==> config.mk <==
export PLATFORM = sky130hd
export DESIGN_NAME = ccff_config_loader
export DESIGN_NICKNAME = d
export VERILOG_FILES = /design/src/rtl/ccff_config_loader.sv
export SDC_FILE = /design/constraint.sdc
export NUM_CORES = 1
export LEC_CHECK = 0
export ABC_AREA = 1
export CELL_PAD_IN_SITES_DETAIL_PLACEMENT = 1
export CELL_PAD_IN_SITES_GLOBAL_PLACEMENT = 2
export CORE_MARGIN = 1.5
export CORE_UTILIZATION = 31
export CTS_CLUSTER_DIAMETER = 30
export DETAILED_ROUTE_END_ITERATION = 10
export HOLD_SLACK_MARGIN = 0.15
export PLACE_DENSITY_LB_ADDON = 0.1
export SYNTH_ARGS = -nofsm -noshare
export SYNTH_HDL_FRONTEND = slang
export SYNTH_SLANG_ARGS = --single-unit
export TNS_END_PERCENT = 20
==> constraint.sdc <==
create_clock -name clk -period 1.8 [get_ports clk]
set_input_delay 0.36 -clock clk [delete_from_list [all_inputs] [get_ports clk]]
set_output_delay 0.36 -clock clk [all_outputs]
set_load 0.01 [all_outputs]
==> src/rtl/ccff_config_loader.sv <==
// Streams host configuration bytes MSB-first into the fabric ccff chain, generating prog_clk/set.
// Define CCFF_CRC_EN to append a CRC-16-CCITT trailer check (two extra bytes) after the chain bits.
module ccff_config_loader #(
    parameter int CHAIN_LEN  = 1024,
    parameter int PROG_DIV   = 2,
    parameter int SET_CYCLES = 4
) (
    input  logic       clk,
    input  logic       rst_n,
    input  logic       start,
    input  logic [7:0] cfg_data,
    input  logic       cfg_valid,
    output logic       cfg_ready,
    output logic       ccff_head,
    input  logic       ccff_tail,
    output logic       prog_clk,
    output logic       set,
    output logic       fabric_reset,
    output logic       busy,
    output logic       done,
    output logic       error
);
    localparam int CW = $clog2(CHAIN_LEN + 1);
    localparam int DW = (PROG_DIV > 1) ? $clog2(PROG_DIV) : 1;
    localparam int SW = (SET_CYCLES > 1) ? $clog2(SET_CYCLES) : 1;

    typedef enum logic [2:0] {S_IDLE, S_CLEAR, S_SHIFT, S_CRC, S_DONE, S_ERROR} state_t;
    state_t state, state_next;

    logic [SW-1:0] set_cnt;
    logic [DW-1:0] div_cnt;
    logic [CW-1:0] bit_cnt;
    logic [6:0]    shreg;
    logic [2:0]    bit_idx;
    logic          buf_full, prog_clk_r, head_r;
    logic          accept, phase_end, rise, bit_end, last_bit, unused_ok;

    assign accept    = (state == S_SHIFT) && !buf_full && cfg_valid;
    assign phase_end = (state == S_SHIFT) && buf_full && (div_cnt == DW'(PROG_DIV - 1));
    assign rise      = phase_end && !prog_clk_r;
    assign bit_end   = phase_end && prog_clk_r;
    // bit_cnt already includes the rising edge of the bit whose high phase is ending
    assign last_bit  = bit_end && (bit_cnt == CW'(CHAIN_LEN));

`ifdef CCFF_CRC_EN
    logic [15:0] crc, crc_step;
    logic [7:0]  crc_hi;
    logic        crc_hold, crc_second, crc_accept, crc_match, tail_dbg;

    assign crc_accept = (state == S_CRC) && !crc_hold && cfg_valid;
    assign crc_match  = ({crc_hi, cfg_data} == crc);
    assign crc_step   = {crc[14:0], 1'b0} ^ ((crc[15] ^ head_r) ? 16'h1021 : 16'h0000);
    assign unused_ok  = &{1'b0, tail_dbg};

    always_ff @(posedge clk) begin
        if (!rst_n) begin
            crc        <= 16'hFFFF;
            crc_hi     <= '0;
            crc_hold   <= 1'b0;
            crc_second <= 1'b0;
            tail_dbg   <= 1'b0;
        end else begin
            crc_hold <= crc_accept;
            if (state == S_CLEAR) begin
                crc        <= 16'hFFFF;
                crc_second <= 1'b0;
            end
            if (rise) begin
                crc      <= crc_step;
                tail_dbg <= ccff_tail;
            end
            if (crc_accept) begin
                crc_hi     <= cfg_data;
                crc_second <= 1'b1;
            end
        end
    end
`else
    assign unused_ok = &{1'b0, ccff_tail};
`endif

    always_ff @(posedge clk) begin
        if (!rst_n) state <= S_IDLE;
        else        state <= state_next;
    end

    always_comb begin
        state_next = state;
        case (state)
            S_IDLE, S_DONE, S_ERROR: if (start) state_next = S_CLEAR;
            S_CLEAR: if (set_cnt == SW'(SET_CYCLES - 1)) state_next = S_SHIFT;
`ifdef CCFF_CRC_EN
            S_SHIFT: if (last_bit) state_next = S_CRC;
            S_CRC:   if (crc_accept && crc_second) state_next = crc_match ? S_DONE : S_ERROR;
`else
            S_SHIFT: if (last_bit) state_next = S_DONE;
`endif
            default: state_next = S_IDLE;
        endcase
    end

    always_comb begin
        cfg_ready    = 1'b0;
        ccff_head    = 1'b0;
        error        = 1'b0;
        set          = (state == S_CLEAR);
        busy         = (state == S_CLEAR) || (state == S_SHIFT) || (state == S_CRC);
        done         = (state == S_DONE);
        fabric_reset = (state != S_DONE);
        prog_clk     = prog_clk_r;
        if (state == S_SHIFT) begin
            cfg_ready = !buf_full;
            ccff_head = head_r;
        end
`ifdef CCFF_CRC_EN
        if (state == S_CRC) cfg_ready = !crc_hold;
        error = (state == S_ERROR);
`endif
    end

    always_ff @(posedge clk) begin
        if (!rst_n) begin
            set_cnt    <= '0;
            div_cnt    <= '0;
            bit_cnt    <= '0;
            shreg      <= '0;
            bit_idx    <= '0;
            buf_full   <= 1'b0;
            prog_clk_r <= 1'b0;
            head_r     <= 1'b0;
        end else begin
            set_cnt <= (state == S_CLEAR) ? set_cnt + SW'(1) : '0;
            if (state == S_CLEAR) begin
                div_cnt    <= '0;
                bit_cnt    <= '0;
                buf_full   <= 1'b0;
                prog_clk_r <= 1'b0;
                head_r     <= 1'b0;
            end
            // The MSB goes straight to ccff_head so the low phase starts the cycle after accept
            if (accept) begin
                shreg    <= cfg_data[6:0];
                head_r   <= cfg_data[7];
                bit_idx  <= '0;
                div_cnt  <= '0;
                buf_full <= 1'b1;
            end
            if ((state == S_SHIFT) && buf_full) begin
                div_cnt <= phase_end ? '0 : div_cnt + DW'(1);
                if (rise) begin
                    prog_clk_r <= 1'b1;
                    bit_cnt    <= bit_cnt + CW'(1);
                end
                if (bit_end) begin
                    prog_clk_r <= 1'b0;
                    if (last_bit || (bit_idx == 3'd7)) begin
                        buf_full <= 1'b0;
                    end else begin
                        bit_idx <= bit_idx + 3'd1;
                        head_r  <= shreg[6];
                        shreg   <= {shreg[5:0], 1'b0};
                    end
                end
            end
        end
    end
endmodule

; ---- Yosys cells after proc, flatten, opt, wreduce, memory -nomap -nowiden
; Index checks and enable logic that the tools add are counted.
[word_totals]
inputBits = 13
elab_cells = 77
out_inout_bits = 8
regBits = 30
[classes]
n_reduce_logical = 17
n_eq_ne = 12
mux = 35
n_addsub = 4
[op_table]
columns = operator, count
row1 = 11-bit two-way mux, 3
row2 = 7-bit two-way mux, 4
row3 = 3-bit two-way mux, 7
row4 = 1-bit two-way mux, 20
row5 = "11-bit by 1-bit adder with 11-bit output, second input constant", 1
row6 = "11-bit == test, second input constant", 1
row7 = "3-bit == test, second input constant", 3
row8 = 3-bit one-hot mux with 3 select lines, 1
row9 = 1-bit logical AND, 7
row10 = "3-bit by 2-bit == test with 1-bit output, second input constant", 2
row11 = "2-bit != test, second input constant", 2
row12 = "3-bit by 1-bit adder with 3-bit output, second input constant", 1
row13 = "3-bit by 1-bit == test with 1-bit output, second input constant", 1
row14 = 3-bit zero test, 1
row15 = 1-bit logical OR, 3
row16 = "3-bit != test, second input constant", 1
row17 = 3-bit AND reduction, 1
row18 = 3-bit nonzero test, 1
row19 = 3-bit OR reduction, 1
row20 = "2-bit by 1-bit adder with 2-bit output, second input constant", 1
row21 = "2-bit == test, second input constant", 1
row22 = 1-bit zero test, 2
row23 = "2-bit by 1-bit != test with 1-bit output, second input constant", 1
row24 = 2-bit AND reduction, 1
row25 = "1-bit adder, second input constant", 1

; ---- Longest topological paths before layout
; Gate-level depths: netlist (run 1).
[depth]
ltp_word = 9
ltp_mapped = 12
ltp_nobuf = 12

; ---- Worst setup path before layout (run 1)
; No wires, ideal clock.
[synth_timing]
kind = register to register
startpoint = register bit_cnt[0]
endpoint = register shreg[1]
setup_ps = 114
stages_incl_launch_ff = 13
period_less_slack_ps = 1358
path_buffers = 1
slack_ps = 442
t_required_ps = 1686
t_arrival_ps = 1244
path_cell_list = dfxtp_1 inv_1 ha_1 inv_1 nor2_1 nand2_1 nor2_1 nand2_2 nand3_2 buf_6 nand3_1 nand2_1 nor2_2
[synth_between]
elab_chain_cells = 6
[synth_rtl]
columns = item, line_no
row1 = from (decl), 32  ; logic [CW-1:0] bit_cnt;
row2 = from (signal assigned), 152  ; bit_cnt <= bit_cnt + CW'(1);
row3 = 11-bit == test, 43  ; assign last_bit = bit_end && (bit_cnt == CW'(CHAIN_LEN));
row4 = 1-bit logical AND, 43
row5 = 1-bit logical OR, 156  ; if (last_bit || (bit_idx == 3'd7)) begin
row6 = 7-bit two-way mux, 156
row7 = 7-bit two-way mux, 154  ; if (bit_end) begin
row8 = 7-bit two-way mux, 148  ; if ((state == S_SHIFT) && buf_full) begin
row9 = to (signal assigned), 142  ; shreg <= cfg_data[6:0];
row10 = to (signal assigned), 161  ; shreg <= {shreg[5:0], 1'b0};
row11 = to (decl), 33  ; logic [6:0] shreg;
; Every way passes these cells.
; A chain may end at the register's enable or synchronous reset.

; ---- Worst setup path after layout (run 1)
[layout_timing]
startpoint = register state[0]
endpoint = output port fabric_reset
[layout_between]
elab_chain_cells = 1
[layout_rtl]
columns = item, line_no
row1 = from (decl), 28  ; state_t state, state_next;
row2 = from (signal assigned), 84  ; else state <= state_next;
row3 = 3-bit != test, 109  ; fabric_reset = (state != S_DONE);
row4 = to (decl), 18  ; output logic fabric_reset,
; Every way passes these cells.

==> results.md, run 1 <==
* IO Pins at 21
* Core area at 5170 µm²
* Fillers at 662
* Met2 Usage GRT at 23.5%
* Xor and xnor fraction of the mapped netlist area at 1.03%
* Min-delay src: set_cnt[0]
* CTS tree: yes
* Std cell rows at 26
* Flops & latches, synth at 30
* Share of layout cells above drive strength 1 at 17.8%
* Final Util at 39.3%
* CP endpoint kind: output port
* Critical Path RT at 1.44 ns
* Worst-path clk slew at 0.07 ns
* ANT nets after route at 0
* Congestion Overflow GR at 0
* DP Wirelength at 3010 µm
* Initial antenna violation count at 0
* CTS Hold Bufs at 0
* Reg2reg end: shreg[4]
* Cells on Worst Hold Path at 1
* Netlist cell types at 31
* Die height at 76.9 µm
* Post-synthesis compound-gate area fraction at 6.50%
* Initial Utilization at 32.7%
* Syn Nets at 258
* Drt via density at 4.46
* Worst vdd ir at 383 µV
* Final #Nets at 282
* Post-synthesis mux area share at 0%
* Period utilisation layout at 94.9%
* Max-capacitance violation count at 0
* GRT Total Usage at 14.9%
* First-pass GRT wire length at 6970 µm
* Total wire length at 3900 µm
* Pin count of the biggest net entering global routing at 22
* Met3 Use GR at 3.69%
* Drt wl/cell at 11.7 µm
* Leak at 0.927 nW
* CTS Buf Count at 5
* Hold Path End: set_cnt[0]
* Endpoints failing hold at 0
* Synth Warn # at 0
* Root Buffer: clkbuf_8
* Main combinational cell family by area after synthesis: simple AND/OR/NAND/NOR gates
* Die footprint at 5910 µm²
* Final instance area at 2030 µm²
* Final worst setup slack at 0.0921 ns
* Cells after synthesis at 240
* Status: completed
* Worst reg2reg path depth at 12
* Pre-antenna DRT Iters at 4
* Chip Width at 76.9 µm
* Post-DP Area at 1950 µm²
* Critical R2R Launch: bit_cnt[0]
* Clock buffer depth at 2
* Fmax at 586 MHz
* Min cycle time layout at 1.71 ns
* CP arrival at 1.35 ns
* CTS sink cnt at 30
* Layout area overhead at 20.0%
* Total number of vias at 1,489
* Flop-to-flop setup slack at 0.24 ns
* WS Path Type: flip-flop to output port
* Drc violations at 0
* Syn_area_per_cell at 7.05 µm²
* Synthesized cell area at 1690 µm²
* Setup Viol. Count Final at 0
* RD Place Congestion at 0.741
* Hold Crit Class: flip-flop to flip-flop
* Vias in the first global route at 1,502
* RSZ-0062 raised after global routing: false
* Register area share after synthesis at 35.5%
* IO buf count at 18
* # H-tree levels at 2
* Post-Synth Adder-Cell Area at 3.70%
* Max-slew violations at 0
* Grt met1 use at 19.3%
* N_diodes at 0
* 1st-iter DRT viols at 30
* DP Worst Slack at 0.108 ns
* Synth Area in Simple Gates at 41.1%
* Post-CTS setup buffer count at 0
* Pwr dens at 905 nW/µm²
* Clk_lat worst skew at 0.28 ns
* Worst Path Max Fanout at 6
* Busiest grt layer: met2
* Fin Setup TNS at 0 ns
* Clk_skew at 0.00846 ns
* CP startpoint kind: flip-flop
-- worst max-delay path, stage by stage (launching register included) --
cell,delay (ns)
dfxtp_4,0.37
nor2_2,0.12
nand2_1,0.09
clkdlybuf4s50_1,0.49
-- layout make-up --
cell class,instances,area (µm²),area share [%]
tap,70,87.6,4.31
timing repair buffer,25,240,11.8
inverter,34,130,6.41
multi-input combinational,168,892,43.9
sequential,30,604,29.8
clock buffer,7,76.3,3.76
-- sequential cells by signal (all words and copies together), names as in the netlist --
name      cells
bit_cnt      11
bit_idx       3
prog_clk      1
div_cnt       1
set_cnt       2
shreg         7
head_r        1
state         3
buf_full      1
-- layout by cell type (no fill, tap or decap), types with 6 or more instances in the layout --
master           count
dfxtp_1             29
buf_4                6
nor2_2              10
a21oi_1             10
clkdlybuf4s50_1     14
inv_1               27
nand2_1             61
nand3_1             18
nor2_1              25
-- stage by stage --
step / hold slack, ns / std cells / total power [mW]
floorplan: 0.399 / 240 / 1.14
global placement: 0.419 / 327 / 1.35
detailed placement: 0.466 / 327 / 1.36
CTS: 0.476 / 334 / 1.88
global route: 0.497 / 334 / 1.97
finish: 0.457 / 334 / 1.84
-- worst max path at each step --
stage	from	to	slack, ns	cells past startpoint
after global routing	state[0]	fabric_reset	0.01	3
after floorplan	bit_cnt[0]	shreg[1]	0.44	12
after global placement	state[0]	ccff_head	0.12	4
final	state[0]	fabric_reset	0.09	3
after detailed placement	state[0]	ccff_head	0.11	4
after CTS	state[0]	fabric_reset	0.05	3
-- metal layers --
metal	wire (µm)	up-vias
met5	0	-
met4	68	0
met3	119	7
met2	1650	17
met1	2060	673
li1	-	792
-- kinds of logic (layout without fill, tap and decap cells) --
logic type | after synthesis | count (layout)
and+or+nand+nor | 140 | 140
buffers and inverters | 42 | 66
DFF | 30 | 30
AOI/OAI and AO/OA | 20 | 20
adders and majority gates | 5 | 5
xor gates and xnor gates | 2 | 2
other | 1 | 1
-- where the power goes --
group | switching [mW] | internal, mW | leakage (nW)
combinational | 0.315 | 0.232 | 0.645
clock | 0.245 | 0.266 | 0.0383
sequential | 0.0608 | 0.719 | 0.243
total | 0.621 | 1.22 | 0.927
-- Yosys cell counts --
cell	n	area share [%]
nand2_1	61	14
dfxtp_1	30	35
inv_1	27	6.0
nor2_1	26	5.8
nand3_1	18	5.3
a21oi_1	10	3.0
nor2_2	9	3.3
ha_1	5	3.7
inv_2	5	1.1
nor3_1	5	1.5
o21ai_0	5	1.5
buf_6	4	2.7
nand3_2	4	2.4
buf_4	3	1.3
nand2_2	3	1.1
nand4_1	3	1.1
nor2_4	3	2.0
or2_2	3	1.1
a211oi_1	2	0.89
clkinv_2	2	0.59
xor2_1	2	1.0
a21oi_2	1	0.52
and3_1	1	0.37
buf_2	1	0.30
conb_1	1	0.22
nand3_4	1	1.0
nand4_4	1	1.3
nor3_4	1	0.96
nor4_1	1	0.37
o21ai_1	1	0.30
o22ai_1	1	0.37
-- timing repair --
action | CTS | global route
gates resized for setup | 6 | 1
pin swaps | 0 | 0
hold endpoints to repair | 0 | 0
endpoints found under the setup margin | 6 | 2
cloned | 0 | 0
Note: power is estimated with default switching activity, not from simulation.
==> inputs of run 2 (changes only) <==
- CORE_UTILIZATION: 31 -> 28
- clock period: 1.8 -> 1.5 ns (I/O delays scaled with it)
==> run 2 against run 1 <==
Effect of this change: the flow now finishes with violations (negative setup slack); sequential power grew 19%; highest routed layer unchanged; first-iteration DRC count grew 6.7%; register-to-register slack lost 0.31 ns.
==> results.md, run 2 (same netlist as run 1, synthesis figures left out) <==
* Status: finished with violations
* Failing checks: negative setup slack
* Worst Path Max Fanout at 5
* RD Place Congestion at 0.699
* CP arrival at 1.75 ns
* IO buf count at 18
* Max-capacitance violation count at 0
* Fin Setup TNS at -0.514 ns
* CTS sink cnt at 30
* Commonest non-fill, non-tap cell in the layout: nand2_1
* Pwr dens at 1020 nW/µm²
* # H-tree levels at 2
* Max-slew violations at 0
* Total wire length at 4250 µm
* Endpoints failing hold at 0
* CTS tree: yes
* Worst vdd ir at 458 µV
* Core area at 5890 µm²
* Top flop regs: bit_cnt: 11 flops, shreg: 7 flops
* Worst-path clk slew at 0.07 ns
* 1st-iter DRT viols at 32
* IO Pins at 21
* Logic pwr share at 33.4%
* Std cell rows at 28
* Total number of vias at 1,615
* Fmax at 638 MHz
* Drt wl/cell at 11.6 µm
* Final #Nets at 309
* Setup Viol. Count Final at 12
* Final worst setup slack at -0.0682 ns
* Sw frac at 33.6%
* Most flop-heavy register: bit_cnt
* Seq pwr share at 38.0%
* P_int at 1.62 mW
* Max reg flops at 11
* Share of layout cells above drive strength 1 at 35.6%
* Net Sw Power at 0.821 mW
* Vias in the first global route at 1,549
* First-pass GRT wire length at 7070 µm
* RSZ-0062 raised after global routing: true
* DP Wirelength at 3210 µm
* Hold Crit Class: flip-flop to flip-flop
* Drt via density at 4.40
* Root Buffer: clkbuf_8
* Leak at 1.15 nW
* Clock buffer depth at 2
* Most frequent cells in the layout: nand2_1, buf_4, dfxtp_1, inv_1, nor2_1
* Clock power frac at 28.6%
* Congestion Overflow GR at 0
* Pre-antenna DRT Iters at 3
* Pin count of the biggest net entering global routing at 22
* Initial antenna violation count at 0
* Period utilisation layout at 105%
* Chip Width at 80.8 µm
* ANT nets after route at 0
* Die footprint at 6520 µm²
* CP endpoint kind: flip-flop
* CP startpoint kind: flip-flop
* Final Total Pwr at 2.44 mW
* N_diodes at 0
* Min cycle time layout at 1.57 ns
* Clk_skew at 0.00749 ns
* CTS Buf Count at 5
* Layout area overhead at 40.9%
* Initial Utilization at 28.8%
* Die height at 80.8 µm
* GRT Total Usage at 14.5%
* Critical Path RT at 1.68 ns
* Clk_lat worst skew at 0.29 ns
* WS Path Type: flip-flop to flip-flop
* Drc violations at 0
run 2: worst paths after layout:
| path | start | to | slack, ns | cells past startpoint |
|---|---|---|---|---|
| max | state[0] | shreg[1] | -0.07 | 10 |
| min | set_cnt[0] | set_cnt[0] | 0.43 | 1 |
| max reg2reg | state[0] | shreg[1] | -0.07 | 10 |
| min reg2reg | set_cnt[0] | set_cnt[0] | 0.43 | 1 |
run 2: metrics by stage:
| stage | instance area [µm²] | utilization [%] | setup slack, ns | hold WS (ns) | instances |
|---|---|---|---|---|---|
| floorplan | 1690 | - | 0.142 | 0.399 | 240 |
| global placement | 2140 | 36.4 | -0.0817 | 0.418 | 356 |
| detailed placement | 2140 | 36.4 | -0.111 | 0.420 | 356 |
| CTS | 2240 | 38.0 | -0.0614 | 0.430 | 364 |
| global route | 2380 | 40.5 | -0.163 | 0.467 | 367 |
| finish | 2380 | 40.5 | -0.0682 | 0.429 | 367 |
run 2: power groups by stage:
stage	logic, mW	clock network [mW]	registers [mW]
global route	0.926	0.772	0.937
CTS	0.807	0.732	0.922
global placement	0.816	0	0.933
finish	0.814	0.698	0.927
floorplan	0.433	0	0.931
detailed placement	0.822	0	0.933
run 2: repair_timing:
item / in CTS / in global routing
gates cloned: 0 / 2
hold buffers: 0 / 0
buffers inserted: 0 / 1
pin swaps: 0 / 12
gates resized for setup: 21 / 32
endpoints found under the setup margin: 21 / 26
run 2: metal layers:
layer | GRT usage [%] | share of wire [%] | up-vias
met5 | 0 | 0 | -
met4 | 4.66 | 1.3 | 0
met3 | 4.38 | 2.8 | 6
met2 | 23.7 | 48 | 14
met1 | 18.2 | 48 | 745
li1 | - | - | 850
run 2: area by class of cell:
type / count / area, µm²
multi-input combinational: 168 / 995
timing repair buffer: 52 / 467
sequential: 30 / 608
fill: 731 / 3500
inverter: 34 / 130
clock inverter: 1 / 5.00
clock buffer: 7 / 86.3
tap: 75 / 93.8
run 2: worst max-delay path, cell delays in order, from the launching register on:
cell	delay, ns
dfxtp_4	0.37
buf_6	0.12
nor2_4	0.09
nand4_4	0.13
nor2_4	0.21
nand2_4	0.09
nand3_4	0.13
clkbuf_16	0.16
nand3_2	0.05
nand2_1	0.07
nor2_2	0.03
==> inputs of run 3 (changes only) <==
- SKIP_CTS_REPAIR_TIMING: unset -> 1
==> run 3 against run 2 <==
Effect of this change: the run still ends with negative setup slack left; critical path depth unchanged; non-clock buffer count fell by 3; clock-buffer cell count is the same; global-route usage hardly changed; fmax is 2.4% higher; die area unchanged; clock power down 1%; sequential share of layout area up 1.1 points; cell area is 4.7% lower; total power fell by 1.2%; critical endpoint unchanged; largest cell class unchanged.
==> results.md, run 3 (same netlist as run 1, synthesis figures left out) <==
* Fin Setup TNS at -0.182 ns
* Non-filler cells, final at 364
* Most frequent cells in the layout: nand2_1, buf_4, inv_1, dfxtp_1, nor2_1
* Clk_skew at 0.00747 ns
* Core area at 5890 µm²
* Setup Viol. Count Final at 8
* Max-slew violations at 0
* Leak at 1.09 nW
* CP startpoint kind: flip-flop
* IO buf count at 18
* Clock buffer depth at 2
* Initial antenna violation count at 0
* Total wire length at 4070 µm
* Drc violations at 0
* Commonest non-fill, non-tap cell in the layout: nand2_1
* Drt wl/cell at 11.2 µm
* Congestion Overflow GR at 0
* Clk_lat worst skew at 0.28 ns
* Endpoints failing hold at 0
* WS Path Type: flip-flop to flip-flop
* CP arrival at 1.71 ns
* RSZ-0062 raised after global routing: true
* CP endpoint kind: flip-flop
* Pre-antenna DRT Iters at 4
* Failing checks: negative setup slack
* Worst vdd ir at 564 µV
* Status: finished with violations
* Die height at 80.8 µm
* Layout area overhead at 34.2%
* CTS Buf Count at 5
* Critical Path RT at 1.68 ns
* CTS tree: yes
* Fillers at 740
* N_diodes at 0
* 1st-iter DRT viols at 32
* DP Cell Count at 356
* Max-capacitance violation count at 0
* Pwr dens at 1060 nW/µm²
* Share of layout cells above drive strength 1 at 29.1%
* Period utilisation layout at 102%
* GRT Total Usage at 14.4%
* Initial Utilization at 28.8%
* Most flop-heavy register: bit_cnt
* CTS sink cnt at 30
* IO Pins at 21
* Top flop regs: bit_cnt: 11 flops, shreg: 7 flops
* DP Wirelength at 3210 µm
* RD Place Congestion at 0.699
* Worst Path Max Fanout at 21
* Final worst setup slack at -0.0319 ns
* Worst-path clk slew at 0.07 ns
* Min cycle time layout at 1.53 ns
* Chip Width at 80.8 µm
* Pin count of the biggest net entering global routing at 22
* Fmax at 653 MHz
* Die footprint at 6520 µm²
* Root Buffer: clkbuf_8
* Total number of vias at 1,600
* First-pass GRT wire length at 7050 µm
* Max reg flops at 11
* ANT nets after route at 0
* Drt via density at 4.40
* Hold Crit Class: flip-flop to flip-flop
* Final Util at 38.6%
* Std cell rows at 28
* # H-tree levels at 2
* Vias in the first global route at 1,552
* Final #Nets at 306
run 3: cell count changes in the layout (fill, tap and decap cells not counted), moves of 2 or more:
cell            previous run  this run
clkbuf_16                  2         0
nand3_1                   13        18
inv_2                      7         5
nand3_2                    8         4
dlymetal6s2s_1             0         4
nand2_2                    8         3
nand2_1                   55        61
inv_1                     25        27
run 3: layout make-up:
cell class	count	area, µm²	area share [%]
multi-input cells	168	926	40.7
well taps	75	93.8	4.13
repair buffers	49	427	18.8
flip-flops and latches	30	604	26.6
clock inverters	1	5.00	0.220
inverters	34	130	5.73
clock buffers	7	86.3	3.80
run 3: power breakdown:
group	switching, mW	leakage [nW]	internal, mW	total, mW
Clock	0.321	0.0482	0.370	0.691
Sequential	0.0577	0.244	0.860	0.917
Combinational	0.418	0.798	0.385	0.803
run 3: worst max-delay path, stage by stage, from the launching register on:
cell	delay, ns
dfxtp_2	0.35
buf_4	0.15
nor2_4	0.11
nand4_4	0.13
nor2_4	0.16
nand2_2	0.10
nand3_2	0.09
buf_12	0.15
nand3_1	0.08
nand2_1	0.08
nor2_2	0.03
run 3: final timing paths:
| path | endpoint | slack (ns) | startpoint | cells past startpoint |
|---|---|---|---|---|
| max | shreg[1] | -0.03 | state[0] | 10 |
| min | set_cnt[0] | 0.43 | set_cnt[0] | 1 |
| max reg2reg | shreg[1] | -0.03 | state[0] | 10 |
| min reg2reg | set_cnt[0] | 0.43 | set_cnt[0] | 1 |
run 3: through the flow:
stage / hold slack (ns) / total power, mW / setup WS [ns] / instance area, µm²
6_report: 0.428 / 2.41 / -0.0319 / 2270
5_1_grt: 0.467 / 2.61 / -0.169 / 2270
4_1_cts: 0.430 / 2.47 / -0.422 / 2230
3_5_place_dp: 0.420 / 1.75 / -0.111 / 2140
3_3_place_gp: 0.418 / 1.75 / -0.0817 / 2140
2_1_floorplan: 0.399 / 1.36 / 0.142 / 1690
run 3: per-layer routing:
metal | up-vias | routed length [µm] | global-route usage [%]
met2 | 14 | 1900 | 23.4
li1 | 845 | - | -
met3 | 6 | 117 | 4.38
met1 | 735 | 1990 | 18.3
met5 | - | 0 | 0
met4 | 0 | 54 | 4.66
==> edit (settings of run 2) <==
Change the parameter `CHAIN_LEN` from 1024 to 2048.
--- a/src/rtl/ccff_config_loader.sv
+++ b/src/rtl/ccff_config_loader.sv
@@ -1,7 +1,7 @@
 // Streams host configuration bytes MSB-first into the fabric ccff chain, generating prog_clk/set.
 // Define CCFF_CRC_EN to append a CRC-16-CCITT trailer check (two extra bytes) after the chain bits.
 module ccff_config_loader #(
-    parameter int CHAIN_LEN  = 1024,
+    parameter int CHAIN_LEN  = 2048,
     parameter int PROG_DIV   = 2,
     parameter int SET_CYCLES = 4
 ) (
Function: same outputs for any inputs over 10 cycles, from zero or initial values and one cycle with rst_n low; that may be too few to reach the edited logic, so the function may still have changed.
==> edit against run 2 <==
Non-clock buffer count down 7; area after synthesis is 4.7% higher; clock skew shrank 0.0016 ns; routed wire length is 14% higher; worst setup slack better by 0.092 ns; clock power rose by 7.0%; cell area unchanged; sequential cell count grew 1; power is 6.6% higher; worst hold slack better by 0.0031 ns; critical endpoint is now cfg_ready.
==> edit: results (changes against run 2) <==
Timing
  • Layout Skew: 0.00590 ns (was 0.00749 ns)

Drt
  • Met3 routed WL: 122 µm (was 119 µm)
  • Final wirelength: 4850 µm (was 4250 µm)
  • Drt first pass iters: 4 (was 3)
  • Met1 WL: 2470 µm (was 2050 µm)
  • Vias/cell: 4.43 (was 4.40)
  • Via count: 1734 (was 1615)

GRT
  • Met2 usage: 23.4% (was 23.7%)
  • Grt met1 use: 19.6% (was 18.2%)
  • Largest net degree at the start of global routing: 23 (was 22)
  • Vias in the first global route: 1620 (was 1549)
  • Total track usage: 14.7% (was 14.5%)

Yosys
  • Largest cells by area after synthesis: dfxtp_1, nand2_1, inv_1 (unchanged)
  • Count of cell types in the netlist: 33 (was 31)
  • Top cells by count, synth: nand2_1, inv_1, nor2_1, dfxtp_1, nand3_1 (was nand2_1, dfxtp_1, inv_1, nor2_1, nand3_1)
  • Register area share after synthesis: 35.0% (was 35.5%)
  • Syn Nets: 286 (was 258)

Critical path
  • WP data arrival: 1.18 ns (was 1.75 ns)
  • CP max FO: 6 (was 5)
  • Top cell family by delay on the critical path: flip-flops (was simple AND/OR/NAND/NOR gates)

Power and ir drop
  • Comb power: 0.882 mW (was 0.814 mW)
  • Internal power: 1.73 mW (was 1.62 mW)
  • Clock share of power: 28.7% (was 28.6%)
  • Leak pwr: 1.12 nW (was 1.15 nW)
  • Total power: 2.60 mW (was 2.44 mW)

Layout
  • Nets: 333 (was 309)
  • Share of cells above drive strength 1: 22.5% (was 35.6%)

Placed design
  • Dpl hpwl: 3460 µm (was 3210 µm)
  • Dpl ws: -0.148 ns (was -0.111 ns)
  • Placed Instances: 377 (was 356)
  • RD Place Congestion: 0.732 (was 0.699)

Outcome
  • Status: finished clean (was finished, violations left)
[edit: changes by cell type in the layout (fill, tap and decap cells not counted), sizes merged, moves of 2 or more]
cell	delta
a21oi	+2
nand3	-4
inv	+12
o21ai	+7
buf	-6
or2	-2
clkinv	-2
nor2	+4
nand2	+13
[edit: final cells by class]
type                    count  area share, %
multi-input cells         187           41.4
flip-flops and latches     31           26.3
inverters                  45           7.29
clock buffers               8           4.20
repair buffers             45           16.9
well taps                  75           3.93
[edit: worst paths after layout]
check,from,to,slack (ns),cells after the start
worst max-delay path,state[0],cfg_ready,0.02,4
worst min register to register,set_cnt[0],set_cnt[0],0.43,1
worst max register to register,state[0],shreg[5],0.05,8
worst min-delay path,set_cnt[0],set_cnt[0],0.43,1
[edit: cells by family (layout without fill, tap and decap cells)]
kind of cell	after synthesis	after routing	share of synthesized area, %
buf+inv	53	98	13.3
simple gates	148	151	38.5
other cells	1	1	0.212
flops	31	31	35.0
fa+ha+maj	5	5	3.53
compound gates	28	28	8.47
xor+xnor	2	2	0.988
